`src/rtl/add_seq_pkg.sv`:
```
// Shared types for the add sequencer: FSM state encodings, glyph codes and
// the signed-value-to-display-pair helper.
package add_seq_pkg;

    typedef enum logic [1:0] {
        S_A    = 2'd0,
        S_B    = 2'd1,
        S_CALC = 2'd2,
        S_SHOW = 2'd3
    } state_e;

    // Codes 0x00-0x0F are plain hex digits.
    typedef logic [4:0] glyph_t;

    localparam glyph_t G_BLANK = 5'h10;
    localparam glyph_t G_MINUS = 5'h11;
    localparam glyph_t G_O     = 5'h12;
    localparam glyph_t G_F     = 5'h13;

    typedef struct packed {
        glyph_t sign;
        glyph_t mag;
    } pair_t;

    localparam pair_t PAIR_BLANK = {G_BLANK, G_BLANK};

    // Two's-complement nibble to sign + magnitude; -8 negates to 4'b1000 = 8.
    function automatic pair_t value_pair(input logic [3:0] v);
        pair_t      p;
        logic [3:0] m;
        m      = v[3] ? (~v + 4'd1) : v;
        p.sign = v[3] ? G_MINUS : G_BLANK;
        p.mag  = {1'b0, m};
        return p;
    endfunction

endpackage

```
`src/rtl/glyph_decode.sv`:
```
// Glyph code to active-low seven-segment pattern {dp,g,f,e,d,c,b,a}.
module glyph_decode
    import add_seq_pkg::*;
(
    input  logic [4:0] glyph_i,
    output logic [7:0] seg_o
);

    logic [6:0] seg_on;

    always_comb begin
        seg_on = 7'h00;
        case (glyph_i)
            5'h00:   seg_on = 7'h3F;
            5'h01:   seg_on = 7'h06;
            5'h02:   seg_on = 7'h5B;
            5'h03:   seg_on = 7'h4F;
            5'h04:   seg_on = 7'h66;
            5'h05:   seg_on = 7'h6D;
            5'h06:   seg_on = 7'h7D;
            5'h07:   seg_on = 7'h07;
            5'h08:   seg_on = 7'h7F;
            5'h09:   seg_on = 7'h6F;
            5'h0A:   seg_on = 7'h77;
            5'h0B:   seg_on = 7'h7C;
            5'h0C:   seg_on = 7'h39;
            5'h0D:   seg_on = 7'h5E;
            5'h0E:   seg_on = 7'h79;
            5'h0F:   seg_on = 7'h71;
            G_MINUS: seg_on = 7'h40;
            G_O:     seg_on = 7'h3F;
            G_F:     seg_on = 7'h71;
            default: seg_on = 7'h00;
        endcase
    end

    assign seg_o = {1'b1, ~seg_on};

endmodule

```
`src/rtl/add_sequencer.sv`:
```
// Two-operand 4-bit signed adder driven by one debounced key, shown on six
// seven-segment digits. Define OVF_BLINK_EN to make the "OF" indication blink.
module add_sequencer
    import add_seq_pkg::*;
#(
    parameter int DB_COUNT     = 500000,
    parameter int BLINK_CYCLES = 25000000
)(
    input  logic       clk,
    input  logic       reset,
    input  logic [3:0] sw,
    input  logic       key_n,
    output logic [7:0] HEX5,
    output logic [7:0] HEX4,
    output logic [7:0] HEX3,
    output logic [7:0] HEX2,
    output logic [7:0] HEX1,
    output logic [7:0] HEX0,
    output logic [1:0] state_o
);

    localparam int DB_W = $clog2(DB_COUNT + 1);
    localparam logic [DB_W-1:0] DB_LAST = DB_W'(DB_COUNT - 1);

    // The arming window must outlast the two reset-valued synchronizer samples.
    if (DB_COUNT < 3 || BLINK_CYCLES < 1) begin : g_param_check
        $error("add_sequencer: DB_COUNT must be >= 3 and BLINK_CYCLES >= 1");
    end

    logic            key_meta_q, key_sync_q;
    logic            db_level_q, db_level_d;
    logic [DB_W-1:0] db_cnt_q, db_cnt_d;
    logic            armed_q, armed_d;
    logic            level_prev_q;
    logic            press_q;

    // After reset the key must be seen released for DB_COUNT samples before
    // any press is accepted, so a key held through reset cannot fire.
    always_comb begin
        db_cnt_d   = '0;
        db_level_d = db_level_q;
        armed_d    = armed_q;
        if (!armed_q) begin
            if (key_sync_q) begin
                if (db_cnt_q == DB_LAST) armed_d  = 1'b1;
                else                     db_cnt_d = db_cnt_q + 1'b1;
            end
        end else if (key_sync_q != db_level_q) begin
            if (db_cnt_q == DB_LAST) db_level_d = key_sync_q;
            else                     db_cnt_d   = db_cnt_q + 1'b1;
        end
    end

    always_ff @(posedge clk) begin
        if (reset) begin
            key_meta_q   <= 1'b1;
            key_sync_q   <= 1'b1;
            db_level_q   <= 1'b1;
            db_cnt_q     <= '0;
            armed_q      <= 1'b0;
            level_prev_q <= 1'b1;
            press_q      <= 1'b0;
        end else begin
            key_meta_q   <= key_n;
            key_sync_q   <= key_meta_q;
            db_level_q   <= db_level_d;
            db_cnt_q     <= db_cnt_d;
            armed_q      <= armed_d;
            level_prev_q <= db_level_q;
            press_q      <= level_prev_q & ~db_level_q;
        end
    end

    state_e     state_q;
    logic [3:0] reg_a_q, reg_b_q, sum_q;
    logic       ovf_q;
    logic [3:0] sum_d;
    logic       ovf_d;

    assign sum_d = reg_a_q + reg_b_q;
    assign ovf_d = (reg_a_q[3] == reg_b_q[3]) && (sum_d[3] != reg_a_q[3]);

    always_ff @(posedge clk) begin
        if (reset) begin
            state_q <= S_A;
            reg_a_q <= 4'd0;
            reg_b_q <= 4'd0;
            sum_q   <= 4'd0;
            ovf_q   <= 1'b0;
        end else begin
            case (state_q)
                S_A: if (press_q) begin
                    reg_a_q <= sw;
                    state_q <= S_B;
                end
                S_B: if (press_q) begin
                    reg_b_q <= sw;
                    state_q <= S_CALC;
                end
                S_CALC: begin
                    sum_q   <= sum_d;
                    ovf_q   <= ovf_d;
                    state_q <= S_SHOW;
                end
                S_SHOW: if (press_q) begin
                    reg_a_q <= 4'd0;
                    reg_b_q <= 4'd0;
                    sum_q   <= 4'd0;
                    ovf_q   <= 1'b0;
                    state_q <= S_A;
                end
                default: state_q <= S_A;
            endcase
        end
    end

    assign state_o = state_q;

    logic show_of;

`ifdef OVF_BLINK_EN
    localparam int BL_W = $clog2(BLINK_CYCLES + 1);
    logic [BL_W-1:0] blink_cnt_q;
    logic            blink_on_q;

    always_ff @(posedge clk) begin
        if (reset || state_q != S_SHOW) begin
            blink_cnt_q <= '0;
            blink_on_q  <= 1'b1;
        end else if (blink_cnt_q == BL_W'(BLINK_CYCLES - 1)) begin
            blink_cnt_q <= '0;
            blink_on_q  <= ~blink_on_q;
        end else begin
            blink_cnt_q <= blink_cnt_q + 1'b1;
        end
    end

    assign show_of = blink_on_q;
`else
    assign show_of = 1'b1;
`endif

    pair_t pair_54, pair_32, pair_10;

    always_comb begin
        pair_54 = value_pair((state_q == S_A) ? sw : reg_a_q);
        pair_32 = PAIR_BLANK;
        pair_10 = PAIR_BLANK;
        case (state_q)
            S_A:     pair_32 = PAIR_BLANK;
            S_B:     pair_32 = value_pair(sw);
            default: pair_32 = value_pair(reg_b_q);
        endcase
        if (state_q == S_SHOW) begin
            if (!ovf_q)       pair_10 = value_pair(sum_q);
            else if (show_of) pair_10 = {G_O, G_F};
        end
    end

    glyph_t     glyph_d [6];
    logic [7:0] seg_d   [6];
    logic [7:0] hex_q   [6];

    assign glyph_d[5] = pair_54.sign;
    assign glyph_d[4] = pair_54.mag;
    assign glyph_d[3] = pair_32.sign;
    assign glyph_d[2] = pair_32.mag;
    assign glyph_d[1] = pair_10.sign;
    assign glyph_d[0] = pair_10.mag;

    for (genvar g = 0; g < 6; g++) begin : g_digit
        glyph_decode u_glyph (
            .glyph_i (glyph_d[g]),
            .seg_o   (seg_d[g])
        );
    end

    always_ff @(posedge clk) begin
        for (int i = 0; i < 6; i++) begin
            hex_q[i] <= reset ? 8'hFF : seg_d[i];
        end
    end

    assign HEX5 = hex_q[5];
    assign HEX4 = hex_q[4];
    assign HEX3 = hex_q[3];
    assign HEX2 = hex_q[2];
    assign HEX1 = hex_q[1];
    assign HEX0 = hex_q[0];

endmodule

```
`config.mk`:
```
export PLATFORM = sky130hd
export DESIGN_NAME = add_sequencer
export DESIGN_NICKNAME = d
export VERILOG_FILES = /design/src/rtl/add_seq_pkg.sv /design/src/rtl/glyph_decode.sv /design/src/rtl/add_sequencer.sv
export SDC_FILE = /design/constraint.sdc
export NUM_CORES = 1
export LEC_CHECK = 0
export BUFFER_PORTS_ARGS = -buffer_cell sky130_fd_sc_hd__clkbuf_2
export CORE_MARGIN = 1
export CORE_UTILIZATION = 41
export DETAILED_ROUTE_END_ITERATION = 6
export SYNTH_ARGS = -nofsm -noshare
export SYNTH_HDL_FRONTEND = slang
export SYNTH_SLANG_ARGS = --single-unit
```
`constraint.sdc`:
```
create_clock -name clk -period 5.79 [get_ports clk]
set_clock_uncertainty 0.2 [all_clocks]
set_input_delay 1.4475 -clock clk [delete_from_list [all_inputs] [get_ports clk]]
set_output_delay 1.4475 -clock clk [all_outputs]
set_load 0.005 [all_outputs]
```
==> flow_metrics.tcl <==
set metrics [dict create \
    layout_commonest_cell "dfxtp_1" \
    min_path_type "flip-flop to flip-flop" \
    cts_resized 0 \
    hp-start "level_prev_q" \
    groute.usage.overall_pct 16.2 \
    status "finished, violations left" \
    row_count 34 \
    final-setup-viol-count 0 \
    ys.flop_type "dfxtp_1" \
    routabilityCongestion 0.850 \
    htreeDepth 3 \
    clk_pin_slew_worst_paths_ps 70 \
    drcViolationCount 6 \
    grt_max_degree 33 \
    critPathLaunch "sw[0]" \
    critical_path_class "input pin to flip-flop" \
    crit_top_cell "mux2i_1" \
    synth_warnings 0 \
    grt_pass1_wl_um 12800 \
    antenna_found_initial 0 \
    dr.max_layer_used "met4" \
    diodes 0 \
    cts_tree "built" \
    vdd_drop_max_mv 0.175 \
    routedWlPerCell_um 12.9 \
    tightestPinTransition_ps 919 \
    antenna_left 0 \
    clock_latency_ps 340 \
    io_pins 57 \
    dieHeight_um 97.9 \
    via_per_inst 5.18 \
    setup_slack_ps 1850 \
    dr.pass1.iters 6 \
    wl_met2_um 3480 \
    postPlaceCellArea_um2 3920 \
    crit_chain "clkbuf_2 > mux2i_1 > ha_1 > nand2b_1 > xnor2_1 > mux2i_1 > mux2_2 > a2111o_1" \
    crit_path_end_kind "flip-flop" \
    arrival_ps 3970 \
    critPathSlowestCell "mux2i_1" \
    wl_um 7380 \
    dp_hpwl_um 5250 \
    ys_seq_area_share_pct 35.1 \
    crit_fanout 13 \
    synth.avg_cell_area_um2 8.72 \
    start_kind "input pin" \
    final_cell_mix "dfxtp_1 (66), nor2_1 (53), clkbuf_2 (38)" \
    cts_setup_buffers 0 \
    cts-root-buf "clkbuf_8" \
    io_buffers 38 \
    fin_crit_ps 3940 \
    preCtsSetupSlack_ps 1490 \
    p_leak_nw 1.78 \
    async_reset_ff_share_pct 0 \
    overflow 0 \
    syn_inst 432 \
    min_path_cells 2 \
    die_area_um2 9580 \
    vias 2967 \
    rsz0062_at_grt "false" \
    clkSinkCount 66 \
    die_x_um 97.9 \
    cts_buffers 9 \
    drive_gt1_share_pct 15.1 \
    core_um2 8810 \
    violations "DRC" \
    worst_r2r_startpoint "state_o[0]" \
    utilization_pct 47.3 \
    nNetsFinal 498 \
    m1WireLength_um 3540 \
    grt_pass1_vias 2897 \
    synth_seq_cells 66 \
    wl_met3_um 306 \
    fin_crit_sh_pct 68.1 \
    syn_to_final_growth_pct 10.6 \
    max_stage_delay_ps 720 \
    worstPathRequired_ps 5820 \
    maxCapViolCount 0 \
    synth_edf_count 0 \
    final_area_um2 4170 \
    dr.first_iter.drc_count 103 \
    hold_violations 0 \
    clk_path_buf_depth 2 \
    final-max-slew-violation-count 0 \
    ys_types 54 \
    ff2ff_path_depth 9 \
    max_freq_mhz 254 \
    relSlewSlack_pct 37.0 \
    p_per_area_nw_per_um2 324 \
    initial_core_util_pct 42.8 \
    hold_buffers 0 \
    finalSetupTns_ps 0 \
    syn_area_um2 3770 \
]
## where the power goes
group          internal (W)  switching (W)  leakage (nW)  total [W]
Sequential         0.000499      0.0000154         0.536   0.000514
Clock              0.000288       0.000182         0.113   0.000470
Combinational      0.000149       0.000216          1.13   0.000365
## synthesized netlist by cell type (2+ instances only)
cell      instances  area share, %
nor2_1           53            5.3
a21boi_0          4           0.80
o21a_1            2           0.40
a21oi_1          11            1.5
nor3_1            6           0.80
nand4_1           7            1.2
nor2b_1           8            1.3
nand3b_1          2           0.40
ha_1             30             10
a21o_1            3           0.60
and3_1            4           0.66
nand3_1           9            1.2
dfxtp_1          66             35
clkbuf_1         13            1.3
nor4_1            5           0.83
and2_1            3           0.50
a32oi_1           6            1.4
a22oi_1           9            1.8
mux2i_1          16            4.3
a31oi_1           2           0.33
o21ai_0          16            2.1
a211oi_1          3           0.60
inv_1            23            2.3
a211o_1           2           0.47
nand2b_1          4           0.66
mux2_2            7            2.1
a311o_1           3           0.80
o311ai_0          2           0.47
buf_4            22            4.4
xnor2_1          15            3.5
and4_1            6            1.4
xor2_1           10            2.3
nand2_1          31            3.1
buf_2             3           0.40
or2_2             7            1.2
## kinds of logic after synthesis
kind of cell,after synthesis,share of synthesized area (%)
AO/OA/AOI/OAI,72,13.4
XOR/XNOR,25,5.81
adder cells (fa/ha/maj),31,10.5
buffers and inverters,62,8.67
flip-flops,66,35.1
multiplexers,23,6.34
other,1,0.0995
AND/OR/NAND/NOR,152,20.2
## metrics by stage
stage | hold WS (ps) | instances | power (W)
final | 221 | 573 | 0.00135
after global routing | 244 | 573 | 0.00144
after CTS | 224 | 573 | 0.00137
after detailed placement | 209 | 557 | 0.000891
after global placement | 202 | 557 | 0.000888
after floorplan | 189 | 449 | 0.000803
## sequential cells by signal (all words and copies together), names as in the netlist, 2 cells and up
name,cells
db_cnt_q,19
reg_a_q,4
hex_q,26
state_o,2
sum_q,4
reg_b_q,4
## critical path, delay by kind of cell
kind / cells / cell delay (ps)
muxes: 3 / 1540
xor gates and xnor gates: 1 / 60
AOI/OAI and AO/OA: 1 / 390
and+or+nand+nor: 1 / 120
adders and majority gates: 1 / 250
buffers and inverters: 1 / 140
## final timing paths
| kind | slack [ps] | to |
|---|---|---|
| max | 1850 | hex_q[4][3] |
| min | 220 | press_q |
| max reg2reg | 1880 | hex_q[4][3] |
| min reg2reg | 220 | press_q |
## routing by layer
| metal | vias to the layer above | global-route usage [%] |
|---|---|---|
| li1 | 1522 | - |
| met1 | 1368 | 19.4 |
| met2 | 73 | 28.2 |
| met3 | 4 | 4.44 |
| met4 | 0 | 4.78 |
| met5 | - | 0 |
## layout make-up
class,instances,area (um2)
clock inverter,6,114
sequential,66,1320
fill,876,4640
clock buffer,10,128
multi-input combinational,321,2180
inverter,23,86.3
timing repair buffer,39,198
tap,108,135
No activity file was read; power rests on OpenSTA's default activity.
